[src/rtl/flash_cmd_sequencer.sv]
// -----------------------------------------------------------------------------
// flash_cmd_sequencer
//
// Turns single-byte host commands into SPI flash transactions and streams the
// flash response bytes back to the host.
//   "I" (0x49) : JEDEC ID read (0x9F), 3 response bytes
//   "S" (0x53) : status register read (0x05), 1 response byte
//   "R" (0x52) : followed by addr[23:0] and len[15:0] (MSB first), issues a
//                read (0x03) and returns len bytes (len = 0 means 65536)
// Unknown opcodes and argument timeouts give a one-cycle error pulse.
//
// Ports
//   clk, reset            : clock, synchronous active-high reset
//   in_data, in_strobe    : host command bytes, one per strobe, no backpressure
//   out_data, out_valid,
//   out_ready             : response byte stream (transfer on valid & ready)
//   spi_enable            : holds flash CS asserted for the whole command
//   spi_tx_data,
//   spi_tx_strobe,
//   spi_tx_ready          : byte transmit request to the SPI controller
//   spi_rx_data,
//   spi_rx_strobe         : one received byte per transmitted byte
//   busy                  : sequencer not idle
//   error                 : one-cycle pulse on bad opcode or argument timeout
// -----------------------------------------------------------------------------
module flash_cmd_sequencer #(
    parameter int TIMEOUT = 9600000
) (
    input  logic       clk,
    input  logic       reset,
    input  logic [7:0] in_data,
    input  logic       in_strobe,
    output logic [7:0] out_data,
    output logic       out_valid,
    input  logic       out_ready,
    output logic       spi_enable,
    output logic [7:0] spi_tx_data,
    output logic       spi_tx_strobe,
    input  logic       spi_tx_ready,
    input  logic [7:0] spi_rx_data,
    input  logic       spi_rx_strobe,
    output logic       busy,
    output logic       error
);

    localparam int TW = $clog2(TIMEOUT + 1);

    typedef enum logic [2:0] {
        IDLE, ARGS, CMD, ADDR, DATA, WAIT_RX, WAIT_OUT, DONE
    } state_t;

    state_t        state_q, state_d;
    logic [TW-1:0] timer_q, timer_d;
    logic [2:0]    arg_cnt_q, arg_cnt_d;
    logic [31:0]   arg_buf_q, arg_buf_d;
    logic [7:0]    opcode_q, opcode_d;
    logic          is_read_q, is_read_d;
    logic [23:0]   addr_q, addr_d;
    logic [16:0]   count_q, count_d;
    logic [1:0]    addr_idx_q, addr_idx_d;
    // Responses still owed for opcode/address bytes; these are discarded.
    logic [2:0]    pending_q, pending_d;
    logic          tx_strobe_q;
    logic          enable_q, enable_d;
    logic [7:0]    out_data_q, out_data_d;
    logic          out_valid_q, out_valid_d;
    logic          error_q, error_d;

    logic          tx_fire;
    logic          hdr_fire;
    logic          tx_allowed;
    logic [7:0]    tx_byte;
    logic          rx_discard;

    // The strobe is a Mealy output of spi_tx_ready so it can never be issued
    // while the controller is not ready; the registered copy of the previous
    // strobe keeps two strobes from landing on adjacent cycles.
    assign tx_allowed = spi_tx_ready && !tx_strobe_q && !reset;
    assign rx_discard = spi_rx_strobe && (pending_q != 3'd0);

    always_comb begin
        // NOTE: every signal written here gets a default first, so no path
        // through the case statement can leave one unassigned and infer a latch.
        state_d     = state_q;
        timer_d     = timer_q;
        arg_cnt_d   = arg_cnt_q;
        arg_buf_d   = arg_buf_q;
        opcode_d    = opcode_q;
        is_read_d   = is_read_q;
        addr_d      = addr_q;
        count_d     = count_q;
        addr_idx_d  = addr_idx_q;
        out_data_d  = out_data_q;
        out_valid_d = out_valid_q;
        error_d     = 1'b0;
        tx_fire     = 1'b0;
        hdr_fire    = 1'b0;
        tx_byte     = 8'h00;

        unique case (state_q)
            IDLE: begin
                if (in_strobe) begin
                    unique case (in_data)
                        8'h49: begin
                            opcode_d  = 8'h9F;
                            count_d   = 17'd3;
                            is_read_d = 1'b0;
                            state_d   = CMD;
                        end
                        8'h53: begin
                            opcode_d  = 8'h05;
                            count_d   = 17'd1;
                            is_read_d = 1'b0;
                            state_d   = CMD;
                        end
                        8'h52: begin
                            arg_cnt_d = 3'd0;
                            timer_d   = '0;
                            state_d   = ARGS;
                        end
                        default: error_d = 1'b1;
                    endcase
                end
            end

            ARGS: begin
                if (in_strobe) begin
                    timer_d   = '0;
                    arg_buf_d = {arg_buf_q[23:0], in_data};
                    arg_cnt_d = arg_cnt_q + 3'd1;
                    if (arg_cnt_q == 3'd4) begin
                        // Buffer holds addr[23:0], len[15:8]; in_data is len[7:0].
                        addr_d    = arg_buf_q[31:8];
                        count_d   = ({arg_buf_q[7:0], in_data} == 16'h0000) ?
                                    17'h10000 : {1'b0, arg_buf_q[7:0], in_data};
                        opcode_d  = 8'h03;
                        is_read_d = 1'b1;
                        state_d   = CMD;
                    end
                end else if (timer_q == TW'(TIMEOUT - 1)) begin
                    error_d = 1'b1;
                    state_d = IDLE;
                end else begin
                    timer_d = timer_q + 1'b1;
                end
            end

            CMD: begin
                // CS is raised on entry, so the opcode always goes out under it.
                tx_byte = opcode_q;
                if (enable_q && tx_allowed) begin
                    tx_fire    = 1'b1;
                    hdr_fire   = 1'b1;
                    addr_idx_d = 2'd0;
                    state_d    = is_read_q ? ADDR : DATA;
                end
            end

            ADDR: begin
                unique case (addr_idx_q)
                    2'd0:    tx_byte = addr_q[23:16];
                    2'd1:    tx_byte = addr_q[15:8];
                    default: tx_byte = addr_q[7:0];
                endcase
                if (tx_allowed) begin
                    tx_fire    = 1'b1;
                    hdr_fire   = 1'b1;
                    addr_idx_d = addr_idx_q + 2'd1;
                    if (addr_idx_q == 2'd2) state_d = DATA;
                end
            end

            DATA: begin
                if (count_q == 17'd0) begin
                    state_d = DONE;
                end else if (tx_allowed) begin
                    tx_fire = 1'b1;
                    count_d = count_q - 17'd1;
                    state_d = WAIT_RX;
                end
            end

            WAIT_RX: begin
                if (spi_rx_strobe && pending_q == 3'd0) begin
                    out_data_d  = spi_rx_data;
                    out_valid_d = 1'b1;
                    state_d     = WAIT_OUT;
                end
            end

            WAIT_OUT: begin
                if (out_ready) begin
                    out_valid_d = 1'b0;
                    state_d     = (count_q != 17'd0) ? DATA : DONE;
                end
            end

            DONE: state_d = IDLE;

            default: state_d = IDLE;
        endcase

        pending_d = pending_q;
        if (hdr_fire && !rx_discard) pending_d = pending_q + 3'd1;
        else if (!hdr_fire && rx_discard) pending_d = pending_q - 3'd1;

        enable_d = state_d inside {CMD, ADDR, DATA, WAIT_RX, WAIT_OUT};
    end

    always_ff @(posedge clk) begin
        // NOTE: state updates use non-blocking assignments so every register
        // samples the values from before this edge, independent of order.
        if (reset) begin
            // NOTE: the whole datapath is reset, not just the FSM, so no stale
            // arguments or response byte survive an aborted command.
            state_q     <= IDLE;
            timer_q     <= '0;
            arg_cnt_q   <= '0;
            arg_buf_q   <= '0;
            opcode_q    <= '0;
            is_read_q   <= 1'b0;
            addr_q      <= '0;
            count_q     <= '0;
            addr_idx_q  <= '0;
            pending_q   <= '0;
            tx_strobe_q <= 1'b0;
            enable_q    <= 1'b0;
            out_data_q  <= '0;
            out_valid_q <= 1'b0;
            error_q     <= 1'b0;
        end else begin
            state_q     <= state_d;
            timer_q     <= timer_d;
            arg_cnt_q   <= arg_cnt_d;
            arg_buf_q   <= arg_buf_d;
            opcode_q    <= opcode_d;
            is_read_q   <= is_read_d;
            addr_q      <= addr_d;
            count_q     <= count_d;
            addr_idx_q  <= addr_idx_d;
            pending_q   <= pending_d;
            tx_strobe_q <= tx_fire;
            enable_q    <= enable_d;
            out_data_q  <= out_data_d;
            out_valid_q <= out_valid_d;
            error_q     <= error_d;
        end
    end

    assign spi_enable    = enable_q;
    assign spi_tx_strobe = tx_fire;
    assign spi_tx_data   = tx_fire ? tx_byte : 8'h00;
    assign out_data      = out_data_q;
    assign out_valid     = out_valid_q;
    assign error         = error_q;
    assign busy          = (state_q != IDLE);

endmodule

[config.mk]
export PLATFORM = sky130hd
export DESIGN_NAME = flash_cmd_sequencer
export DESIGN_NICKNAME = d
export VERILOG_FILES = /design/src/rtl/flash_cmd_sequencer.sv
export SDC_FILE = /design/constraint.sdc
export NUM_CORES = 1
export LEC_CHECK = 0
export ABC_CLOCK_PERIOD_IN_PS = 2300
export BUFFER_PORTS_ARGS = -buffer_cell sky130_fd_sc_hd__buf_2
export CORE_UTILIZATION = 56
export CTS_BUF_LIST = sky130_fd_sc_hd__clkbuf_8
export DETAILED_ROUTE_END_ITERATION = 7
export HOLD_SLACK_MARGIN = 0.12
export PLACE_DENSITY = 0.78
export SKIP_CTS_REPAIR_TIMING = 1
export SYNTH_ARGS = -nofsm -noshare
export SYNTH_HDL_FRONTEND = slang
export SYNTH_SLANG_ARGS = --single-unit
[constraint.sdc]
create_clock -name clk -period 2.3 [get_ports clk]
set_input_delay 0 -clock clk [delete_from_list [all_inputs] [get_ports clk]]
set_output_delay 0 -clock clk [all_outputs]
set_load 0.1 [all_outputs]
==> results of run 1 <==
[critical path: cells and delay by family, from the launching register on]
family	cells	cell delay [ps]
AOI/OAI and AO/OA	2	210
xor gates and xnor gates	1	160
DFF	1	320
adders and majority gates	2	520
buffers and inverters	2	110
and+or+nand+nor	3	890
[report_power, final]
group	internal, W	total (W)	switching, W
logic	0.000127	0.000294	0.000167
clock network	0.00140	0.00226	0.000861
registers	0.00219	0.00221	0.0000249
[registers in the layout, summed over array words and instances (netlist names), 4 cells and up]
signal / cells
addr_q: 24
arg_buf_q: 32
count_q: 17
opcode_q: 4
out_data: 8
timer_q: 24
[Yosys cell counts, types with 2 or more instances]
| master | count | area share |
|---|---|---|
| o21ai_0 | 21 | 0.017 |
| a21oi_2 | 6 | 0.0087 |
| nor4_1 | 10 | 0.010 |
| nor2_1 | 85 | 0.053 |
| nand2b_1 | 5 | 0.0052 |
| inv_1 | 17 | 0.011 |
| clkbuf_1 | 35 | 0.022 |
| buf_1 | 2 | 0.0012 |
| or2_2 | 2 | 0.0021 |
| nand4_1 | 8 | 0.0083 |
| or3b_1 | 2 | 0.0029 |
| and3_1 | 6 | 0.0062 |
| and4_1 | 6 | 0.0087 |
| nand3b_1 | 3 | 0.0037 |
| nand4b_1 | 2 | 0.0029 |
| nand2_1 | 166 | 0.10 |
| a211oi_2 | 3 | 0.0062 |
| ha_1 | 9 | 0.019 |
| o31ai_1 | 2 | 0.0025 |
| a22o_1 | 4 | 0.0058 |
| a32o_1 | 2 | 0.0033 |
| nor3_2 | 2 | 0.0033 |
| nand3_1 | 23 | 0.019 |
| or3_1 | 4 | 0.0041 |
| nor3b_1 | 7 | 0.0087 |
| nor3_1 | 14 | 0.012 |
| buf_4 | 2 | 0.0025 |
| o21ai_2 | 6 | 0.0087 |
| or3b_2 | 2 | 0.0029 |
| dfxtp_1 | 125 | 0.41 |
| and2_1 | 4 | 0.0041 |
| o21a_1 | 9 | 0.011 |
| o41ai_1 | 3 | 0.0044 |
| a22oi_1 | 11 | 0.014 |
| xnor2_1 | 3 | 0.0044 |
| mux2i_1 | 11 | 0.018 |
| a21oi_1 | 95 | 0.079 |
| a31oi_1 | 6 | 0.0062 |
| xor2_1 | 17 | 0.025 |
[worst paths after layout]
| path | endpoint | slack, ps | depth (start not counted) |
|---|---|---|---|
| min reg2reg | addr_q[20]$_SDFFE_PP0P_ | 450 | 2 |
| max reg2reg | pending_q[2]$_SDFFE_PP0P_ | 30 | 10 |
| max | pending_q[2]$_SDFFE_PP0P_ | 30 | 10 |
| min | out_data[0]$_SDFFE_PP0P_ | 340 | 4 |
[layout make-up]
type,instances,area (um^2),share of cell area
Clock buffer,21,289,0.0396
Clock inverter,11,189,0.0259
Inverter,17,63.8,0.00874
Multi-Input combinational cell,586,3380,0.463
Sequential cell,125,2500,0.343
Tap cell,136,170,0.0233
Timing Repair Buffer,91,706,0.0967
[layer usage]
layer,global-route usage,vias to the layer above,share of wire
li1,-,2808,-
met1,0.365,2685,0.45
met2,0.430,195,0.47
met3,0.0557,31,0.058
met4,0.113,0,0.020
met5,0,-,0
[per-stage QoR]
step	std cells	setup TNS, ps	cell area, um^2	hold slack, ps
floorplan	769	-252	6080	136
global placement	932	0	6560	235
detailed placement	932	-41.4	6560	246
CTS	964	-57.8	7040	-208
global route	987	-61.7	7300	361
finish	987	0	7300	341
[kinds of logic (layout without fill, tap and decap cells)]
kind of cell | Yosys count | count (layout)
simple gates | 364 | 364
compound gates | 180 | 180
flops | 125 | 125
buf+inv | 58 | 140
xor+xnor | 20 | 20
mux | 12 | 12
fa+ha+maj | 10 | 10
==> results.txt, run 1 <==
Synth cell types - 68
sequential element share of the synthesized area - 0.415
MaxCap Viol Count - 0
Power, Total - 0.00477 W
Worst R2R Start - tx_strobe_q$_SDFF_PP0_
Detail Route Antenna Nets - 0
gr usage total - 0.273
Inserted Diodes - 0
clock root buffer - clkbuf_8
WS Path Type - flip-flop to flip-flop
port bufs - 42
slowest stage delay, CP - 410 ps
Initial DRT Pass Iterations - 5
Detail Placement HPWL - 10000 um
worst min path class - input pin to flip-flop
main combinational cell family by area after synthesis - simple AND/OR/NAND/NOR gates
Setup crit start kind - flip-flop
initial antenna violation count - 0
initial cell density of the core - 0.582
Period minus WS final - 2270 ps
Compound-Gate Fraction of Synth Area - 0.192
final WL - 15,000 um
Final setup viols - 0
GRT Residual Overflow - 0
RSZ-0062 raised after global routing - yes
yosys warns - 0
Max Fclk - 440 MHz
EDFF count, synth - 0
worst path required time - 2660 ps
pre-CTS WS - -41.4 ps
flops & latches, synth - 125
mux share of post-synthesis cell area - 0.0201
crit path DAT - 2640 ps
CTS Buffer Depth - 2
Syn-to-layout area delta - 20.9%
outcome - completed
hold path start - spi_rx_data[0]
Avg WL per Cell - 15.2 um
Fillers - 816
Hold Vio Cnt, Final - 0
VDD IR max - 444 uV
Tightest Pin Transition - 1060 ps
PwrDens - 654 nW/um^2
Final Net Count - 870
CTS Sinks - 125
Core Rows - 37
via count - 5,719
detailed-route DRC error count - 0
clock-pin slew on the worst setup and hold paths - 70 ps
Leak - 2.62 nW
clock tree from TritonCTS - done
layout cell share with drive strength beyond 1 - 0.177
Max Slew Vio Count - 0
I/O pin cnt - 43
CP startpoint - tx_strobe_q$_SDFF_PP0_
Placer Congestion - 0.923
Synth Instances - 769
routed vias/inst - 5.79
master of the slowest instance on the critical path - or3b_4
adder-cell share of the synthesized area - 0.0220
CTS H-tree lvls - 4
Final period util - 0.989
xor/xnor share of the synthesized area - 0.0290
worst path setup slack after routing - 26.1 ps
Worst Clk Skew - 11.3 ps
max_slew headroom - 0.295
syn nets - 801
Die H - 106 um
Netlist Area Pre-Place - 6030 um^2
Core Area - 10,400 um^2
first-pass GRT wire length - 24,500 um
DRT iter0 DRCs - 361
number of buffers created by CTS - 17
ordered cell list for the critical path - or3b_4 > nor2_4 > o21ai_4 > inv_1 > ha_2 > inv_2 > fa_2 > xor2_1 > or3_1 > a21oi_2
asr flop ratio synth - 0
most common flop cell mapped by yosys - dfxtp_1
most common cell after layout, fill and taps aside - nand2_1
vias in the first global route - 5,242
simple logic cell fraction of the synthesized area - 0.283
Skew-Pair Late Insertion Delay - 430 ps
Die X - 106 um
final core area utilization - 0.704
largest net degree at the start of global routing - 102
most frequent cells in the layout - nand2_1, dfxtp_1, a21oi_1, nor2_1, buf_2
Worst setup EP type - flip-flop
Syn Area/Cell - 7.85 um^2
Die ar. - 11,200 um^2
Max FO, Critical Path - 6
Power figures use the tool's default switching activity.
==> run 2: changes to the inputs <==
--- a/config.mk
+++ b/config.mk
@@ -5,13 +5,15 @@
 export SDC_FILE = /design/constraint.sdc
 export NUM_CORES = 1
 export LEC_CHECK = 0
+export ABC_AREA = 1
 export ABC_CLOCK_PERIOD_IN_PS = 2300
 export BUFFER_PORTS_ARGS = -buffer_cell sky130_fd_sc_hd__buf_2
-export CORE_UTILIZATION = 56
+export CORE_ASPECT_RATIO = 0.75
+export CORE_UTILIZATION = 57
 export CTS_BUF_LIST = sky130_fd_sc_hd__clkbuf_8
 export DETAILED_ROUTE_END_ITERATION = 7
 export HOLD_SLACK_MARGIN = 0.12
-export PLACE_DENSITY = 0.78
+export PLACE_DENSITY = 0.79
 export SKIP_CTS_REPAIR_TIMING = 1
 export SYNTH_ARGS = -nofsm -noshare
 export SYNTH_HDL_FRONTEND = slang
==> results.txt, run 2 <==
Max Slew Vio Count - 0 (unchanged)
clock-pin slew on the worst setup and hold paths - 70 ps (about the same)
combinational share of power - 0.063 (was 0.062)
Synth area leaders - dfxtp_1, nand2_1, nor2_1 (was dfxtp_1, nand2_1, a21oi_1)
Worst Clk Skew - 13.2 ps (was 11.3 ps)
CTS Buffer Depth - 2 (unchanged)
EDFF count, synth - 0 (unchanged)
Setup crit start kind - flip-flop (unchanged)
detailed-route DRC error count - 0 (unchanged)
WS Path Type - flip-flop to output pin (was flip-flop to flip-flop)
vias in the first global route - 5,508 (was 5,242)
post-synth top area cell - dfxtp_1 (unchanged)
MaxCap Viol Count - 0 (unchanged)
Int Power - 0.00354 W (was 0.00372 W)
power share of the clock group - 0.465 (was 0.474)
CTS Sinks - 125 (unchanged)
crit path DAT - 2160 ps (was 2640 ps)
flops & latches, synth - 125 (unchanged)
initial antenna violation count - 0 (unchanged)
worst reg2reg setup slack - 160 ps (was 30 ps)
Die X - 124 um (was 106 um)
Avg WL per Cell - 14.3 um (was 15.2 um)
I/O pin cnt - 43 (unchanged)
most frequent cells after synthesis - nand2_1, nor2_1, dfxtp_1 (was nand2_1, dfxtp_1, a21oi_1)
Top Registers - arg_buf_q (32), addr_q (24), timer_q (24) (unchanged)
Die H - 93.6 um (was 106 um)
max_slew headroom - 0.525 (was 0.295)
Die ar. - 11,600 um^2 (was 11,200 um^2)
Power, Total - 0.00468 W (was 0.00477 W)
routed vias/inst - 5.56 (was 5.79)
max reg flops - 32 (unchanged)
Synth Instances - 928 (was 769)
CP dominant cell by count - nand3_2
largest net degree at the start of global routing - 77 (was 102)
most common cell after layout, fill and taps aside - nand2_1 (unchanged)
Max FO, Critical Path - 7 (was 6)
master of the slowest instance on the critical path - dfxtp_1 (was or3b_4)
yosys warns - 0 (unchanged)
Skew-Pair Late Insertion Delay - 450 ps (was 430 ps)
port bufs - 42 (unchanged)
Hold Vio Cnt, Final - 0 (unchanged)
first-pass GRT wire length - 26,300 um (was 24,500 um)
syn nets - 960 (was 801)
asr flop ratio synth - 0 (unchanged)
CP top delay family - simple AND/OR/NAND/NOR gates (unchanged)
gr usage total - 0.295 (was 0.273)
pre-CTS WS - 204 ps (was -41.4 ps)
Inserted Diodes - 0 (unchanged)
WP buf/inv - 2 (unchanged)
Tightest Pin Transition - 712 ps (was 1060 ps)
Seq pwr share - 0.472 (was 0.464)
clock tree from TritonCTS - done (unchanged)
most frequent cells in the layout - nand2_1, nor2_1, dfxtp_1, inv_1, a21oi_1 (was nand2_1, dfxtp_1, a21oi_1, nor2_1, buf_2)
Netlist Area Pre-Place - 6370 um^2 (was 6030 um^2)
DRT iter0 DRCs - 617 (was 361)
number of buffers created by CTS - 17 (unchanged)
final WL - 16,300 um (was 15,000 um)
Final period util - 0.938 (was 0.989)
most common flop cell mapped by yosys - dfxtp_1 (unchanged)
Max Fclk - 464 MHz (was 440 MHz)
outcome - completed (unchanged)
Placer Congestion - 0.954 (was 0.923)
VDD IR max - 436 uV (was 444 uV)
Post-Place Cells - 1,090 (was 932)
Syn-to-layout area delta - 18.1% (was 20.9%)
Worst setup EP type - output pin (was flip-flop)
via count - 6,332 (was 5,719)
worst path required time - 2300 ps (was 2660 ps)
ordered cell list for the critical path - inv_2 > nand3_2 > nor2_2 > nand2_2 > nand2_4 > nand3_2 > o21ai_2 > buf_12 (was or3b_4 > nor2_4 > o21ai_4 > inv_1 > ha_2 > inv_2 > fa_2 > xor2_1 > or3_1 > a21oi_2)
layout cell share with drive strength beyond 1 - 0.151 (was 0.177)
worst path setup slack after routing - 143 ps (was 26.1 ps)
Period minus WS final - 2160 ps (was 2270 ps)
switching share of total power - 0.243 (was 0.221)
Core Area - 10,900 um^2 (was 10,400 um^2)
most instantiated library cell after synthesis - nand2_1 (unchanged)
final core area utilization - 0.690 (was 0.704)
Synth top area share - 0.393 (was 0.415)
Detail Placement HPWL - 11,200 um (was 10000 um)
fin cells - 1,139 (was 987)
Synth cell types - 46 (was 68)
worst min path class - input pin to flip-flop (unchanged)
Initial DRT Pass Iterations - 8 (was 5)
clock root buffer - clkbuf_8 (unchanged)
Leak - 3.13 nW (was 2.62 nW)
CTS H-tree lvls - 4 (unchanged)
Detail Route Antenna Nets - 0 (unchanged)
initial cell density of the core - 0.584 (was 0.582)
PwrDens - 621 nW/um^2 (was 654 nW/um^2)
GRT Residual Overflow - 0 (unchanged)
Top reg by flops - arg_buf_q (unchanged)
Final Net Count - 1,019 (was 870)
slowest stage delay, CP - 390 ps (was 410 ps)
Syn Area/Cell - 6.87 um^2 (was 7.85 um^2)
P_sw - 0.00114 W (was 0.00105 W)
Final setup viols - 0 (unchanged)
Core Rows - 33 (was 37)
sequential element share of the synthesized area - 0.393 (was 0.415)
==> run 2: cell types whose count changed after synthesis, moves of 11 or more <==
cell / delta
a21oi_1: -12
nor2_1: +62
clkbuf_1: -18
inv_2: +13
xor2_1: -13
o21ai_0: +29
nand3_1: +22
inv_1: +72
buf_2: +11
o21ai_1: +40
a211oi_1: +16
mux2i_1: -11
a22oi_1: -11
==> run 2: tightest hold or removal path, delay by kind of cell <==
family | cells | cell delay (ps)
buffers and inverters | 1 | 120
adders and majority gates | 1 | 160
AOI/OAI and AO/OA | 1 | 100
and+or+nand+nor | 2 | 140
==> run 2: layer usage <==
metal / up-vias / GRT usage / routed length [um]
li1: 3183 / - / -
met1: 2825 / 0.408 / 7650
met2: 281 / 0.442 / 6940
met3: 43 / 0.0695 / 1380
met4: 0 / 0.110 / 374
met5: - / 0 / 0
==> run 2: layout make-up <==
type | count | area, um^2
clock buffers | 19 | 262
clock inverters | 12 | 185
fillers | 925 | 3380
inverters | 104 | 390
multi-input cells | 663 | 3340
flip-flops and latches | 125 | 2500
well taps | 140 | 175
repair buffers | 76 | 671
==> run 2: final timing paths <==
| kind | from | end | depth (start not counted) |
|---|---|---|---|
| worst max-delay path | state_q[0]$_SDFF_PP0_ | spi_tx_data[7] | 8 |
| worst min-delay path | spi_rx_strobe | pending_q[1]$_SDFFE_PP0P_ | 5 |
| worst min register to register | arg_buf_q[29]$_SDFFE_PP0P_ | addr_q[21]$_SDFFE_PP0P_ | 2 |
| worst max register to register | tx_strobe_q$_SDFF_PP0_ | pending_q[2]$_SDFFE_PP0P_ | 11 |
==> run 2: power groups by stage <==
stage / registers, W / logic, W / clock network (W)
2_1_floorplan: 0.00226 / 0.000181 / 0
3_3_place_gp: 0.00226 / 0.000257 / 0
3_5_place_dp: 0.00226 / 0.000263 / 0
4_1_cts: 0.00221 / 0.000265 / 0.00220
5_1_grt: 0.00221 / 0.000328 / 0.00229
6_report: 0.00221 / 0.000294 / 0.00217
==> run 2: metrics by stage <==
step	hold slack, ps	TNS, ps	instance area [um^2]
floorplan	167	0	6390
global placement	253	0	6870
detailed placement	259	0	6870
CTS	-217	-161	7320
global route	155	-2.17	7520
finish	111	0	7520
==> run 2: kinds of logic (layout without fill, tap and decap cells) <==
kind of cell | after synthesis | count (layout) | synth area share
compound gates | 221 | 221 | 0.197
xor+xnor | 7 | 7 | 0.00962
fa+ha+maj | 10 | 10 | 0.0208
buf+inv | 140 | 211 | 0.0907
flops | 125 | 125 | 0.393
simple gates | 425 | 425 | 0.289
==> run 3: changes to the inputs <==
--- a/config.mk
+++ b/config.mk
@@ -9,12 +9,14 @@
 export ABC_CLOCK_PERIOD_IN_PS = 2300
 export BUFFER_PORTS_ARGS = -buffer_cell sky130_fd_sc_hd__buf_2
 export CORE_ASPECT_RATIO = 0.75
+export CORE_MARGIN = 2
 export CORE_UTILIZATION = 57
 export CTS_BUF_LIST = sky130_fd_sc_hd__clkbuf_8
 export DETAILED_ROUTE_END_ITERATION = 7
 export HOLD_SLACK_MARGIN = 0.12
 export PLACE_DENSITY = 0.79
 export SKIP_CTS_REPAIR_TIMING = 1
+export SLEW_MARGIN = 20
 export SYNTH_ARGS = -nofsm -noshare
 export SYNTH_HDL_FRONTEND = slang
 export SYNTH_SLANG_ARGS = --single-unit
==> results.txt, run 3 (synthesis results as in run 2) <==
max reg flops - 32 (unchanged)
layout cell share with drive strength beyond 1 - 0.157 (was 0.151)
port bufs - 42 (unchanged)
Top Registers - arg_buf_q (32), addr_q (24), timer_q (24) (unchanged)
DRT iter0 DRCs - 502 (was 617)
Hold Vio Cnt, Final - 0 (unchanged)
outcome - completed (unchanged)
Placer Congestion - 0.941 (was 0.954)
Inserted Diodes - 0 (unchanged)
CTS Sinks - 125 (unchanged)
initial cell density of the core - 0.584 (unchanged)
Worst setup EP type - output pin (unchanged)
clock tree from TritonCTS - done (unchanged)
Skew-Pair Late Insertion Delay - 450 ps (about the same)
Die ar. - 12,000 um^2 (was 11,600 um^2)
Final setup viols - 0 (unchanged)
most common cell after layout, fill and taps aside - nand2_1 (unchanged)
Detail Route Antenna Nets - 0 (unchanged)
Worst Clk Skew - 13.7 ps (was 13.2 ps)
vias in the first global route - 5,410 (was 5,508)
switching share of total power - 0.248 (was 0.243)
initial antenna violation count - 0 (unchanged)
Power, Total - 0.00464 W (was 0.00468 W)
first-pass GRT wire length - 26,800 um (was 26,300 um)
P_sw - 0.00115 W (was 0.00114 W)
clock root buffer - clkbuf_8 (unchanged)
Leak - 3.14 nW (was 3.13 nW)
worst reg2reg setup slack - 200 ps (was 160 ps)
Initial DRT Pass Iterations - 7 (was 8)
Period minus WS final - 2210 ps (was 2160 ps)
Tightest Pin Transition - 697 ps (was 712 ps)
Max Fclk - 452 MHz (was 464 MHz)
largest net degree at the start of global routing - 77 (unchanged)
Detail Placement HPWL - 11,300 um (was 11,200 um)
Syn-to-layout area delta - 18.5% (was 18.1%)
CTS H-tree lvls - 4 (unchanged)
crit path DAT - 2210 ps (was 2160 ps)
PwrDens - 615 nW/um^2 (was 621 nW/um^2)
Setup crit start kind - flip-flop (unchanged)
GRT Residual Overflow - 0 (unchanged)
worst path required time - 2300 ps (about the same)
combinational share of power - 0.064 (was 0.063)
worst min path class - input pin to flip-flop (unchanged)
Seq pwr share - 0.475 (was 0.472)
clock-pin slew on the worst setup and hold paths - 80 ps (was 70 ps)
CTS Buffer Depth - 2 (unchanged)
most frequent cells in the layout - nand2_1, nor2_1, dfxtp_1, inv_1, a21oi_1 (unchanged)
Max FO, Critical Path - 5 (was 7)
Final period util - 0.962 (was 0.938)
detailed-route DRC error count - 0 (unchanged)
Avg WL per Cell - 14.4 um (was 14.3 um)
max_slew headroom - 0.535 (was 0.525)
Die X - 126 um (was 124 um)
routed vias/inst - 5.55 (was 5.56)
power share of the clock group - 0.461 (was 0.465)
Die H - 95.6 um (was 93.6 um)
number of buffers created by CTS - 17 (unchanged)
Core Area - 10,900 um^2 (unchanged)
via count - 6,354 (was 6,332)
WS Path Type - flip-flop to output pin (unchanged)
VDD IR max - 643 uV (was 436 uV)
MaxCap Viol Count - 0 (unchanged)
Int Power - 0.00349 W (was 0.00354 W)
Top reg by flops - arg_buf_q (unchanged)
total negative slack - 0 ps (unchanged)
Max Slew Vio Count - 0 (unchanged)
Core Rows - 33 (unchanged)
gr usage total - 0.277 (was 0.295)
final WL - 16,500 um (was 16,300 um)
Final Net Count - 1,024 (was 1,019)
I/O pin cnt - 43 (unchanged)
## run 3: changes by cell type in the layout (fill, tap and decap cells not counted), sizes merged
cell / before / now
clkbuf: 19 / 17
buf: 58 / 63
inv: 105 / 107
clkinvlp: 1 / 2
## run 3: power groups by stage
stage | Clock, W | Combinational [W] | Sequential (W)
floorplan | 0 | 0.000181 | 0.00226
global placement | 0 | 0.000260 | 0.00226
detailed placement | 0 | 0.000264 | 0.00226
CTS | 0.00215 | 0.000265 | 0.00221
global route | 0.00226 | 0.000333 | 0.00221
finish | 0.00214 | 0.000297 | 0.00221
## run 3: path summary, 6_finish.rpt
| path | start | cells after the start | end |
|---|---|---|---|
| hold reg to reg | arg_buf_q[28]$_SDFFE_PP0P_ | 2 | addr_q[20]$_SDFFE_PP0P_ |
| hold / removal | spi_rx_strobe | 5 | pending_q[1]$_SDFFE_PP0P_ |
| setup reg to reg | state_q[0]$_SDFF_PP0_ | 11 | pending_q[2]$_SDFFE_PP0P_ |
| setup / recovery | count_q[10]$_SDFFE_PP0P_ | 8 | spi_tx_data[2] |
## run 3: through the flow
stage / hold WS [ps] / cells / util / setup WS [ps] / instance area (um^2)
after floorplan: 167 / 928 / - / 104 / 6390
after global placement: 261 / 1093 / 0.632 / 268 / 6880
after detailed placement: 264 / 1093 / 0.632 / 229 / 6880
after CTS: -196 / 1125 / 0.672 / -86.1 / 7330
after global routing: 153 / 1145 / 0.693 / -20.0 / 7550
final: 99.7 / 1145 / 0.693 / 87.1 / 7550
## run 3: worst max-delay path: stages (launching register included)
cell	delay (ps)
dfxtp_1	350
nor2_1	230
nand2_1	160
nor2_2	210
nand2_2	140
nand2_2	120
nand2_4	90
a32o_2	280
buf_12	170
## run 3: cell type report
class | instances | area (um^2)
clock buffer | 17 | 234
timing repair buffer | 81 | 696
fill | 887 | 3350
clock inverter | 15 | 209
sequential | 125 | 2510
multi-input combinational | 663 | 3340
inverter | 104 | 390
tap | 140 | 175
## run 3: routing by layer
metal	global-route usage	part of all wire
met5	0	0
met4	0.0980	0.021
met3	0.0556	0.089
met2	0.397	0.42
met1	0.413	0.47
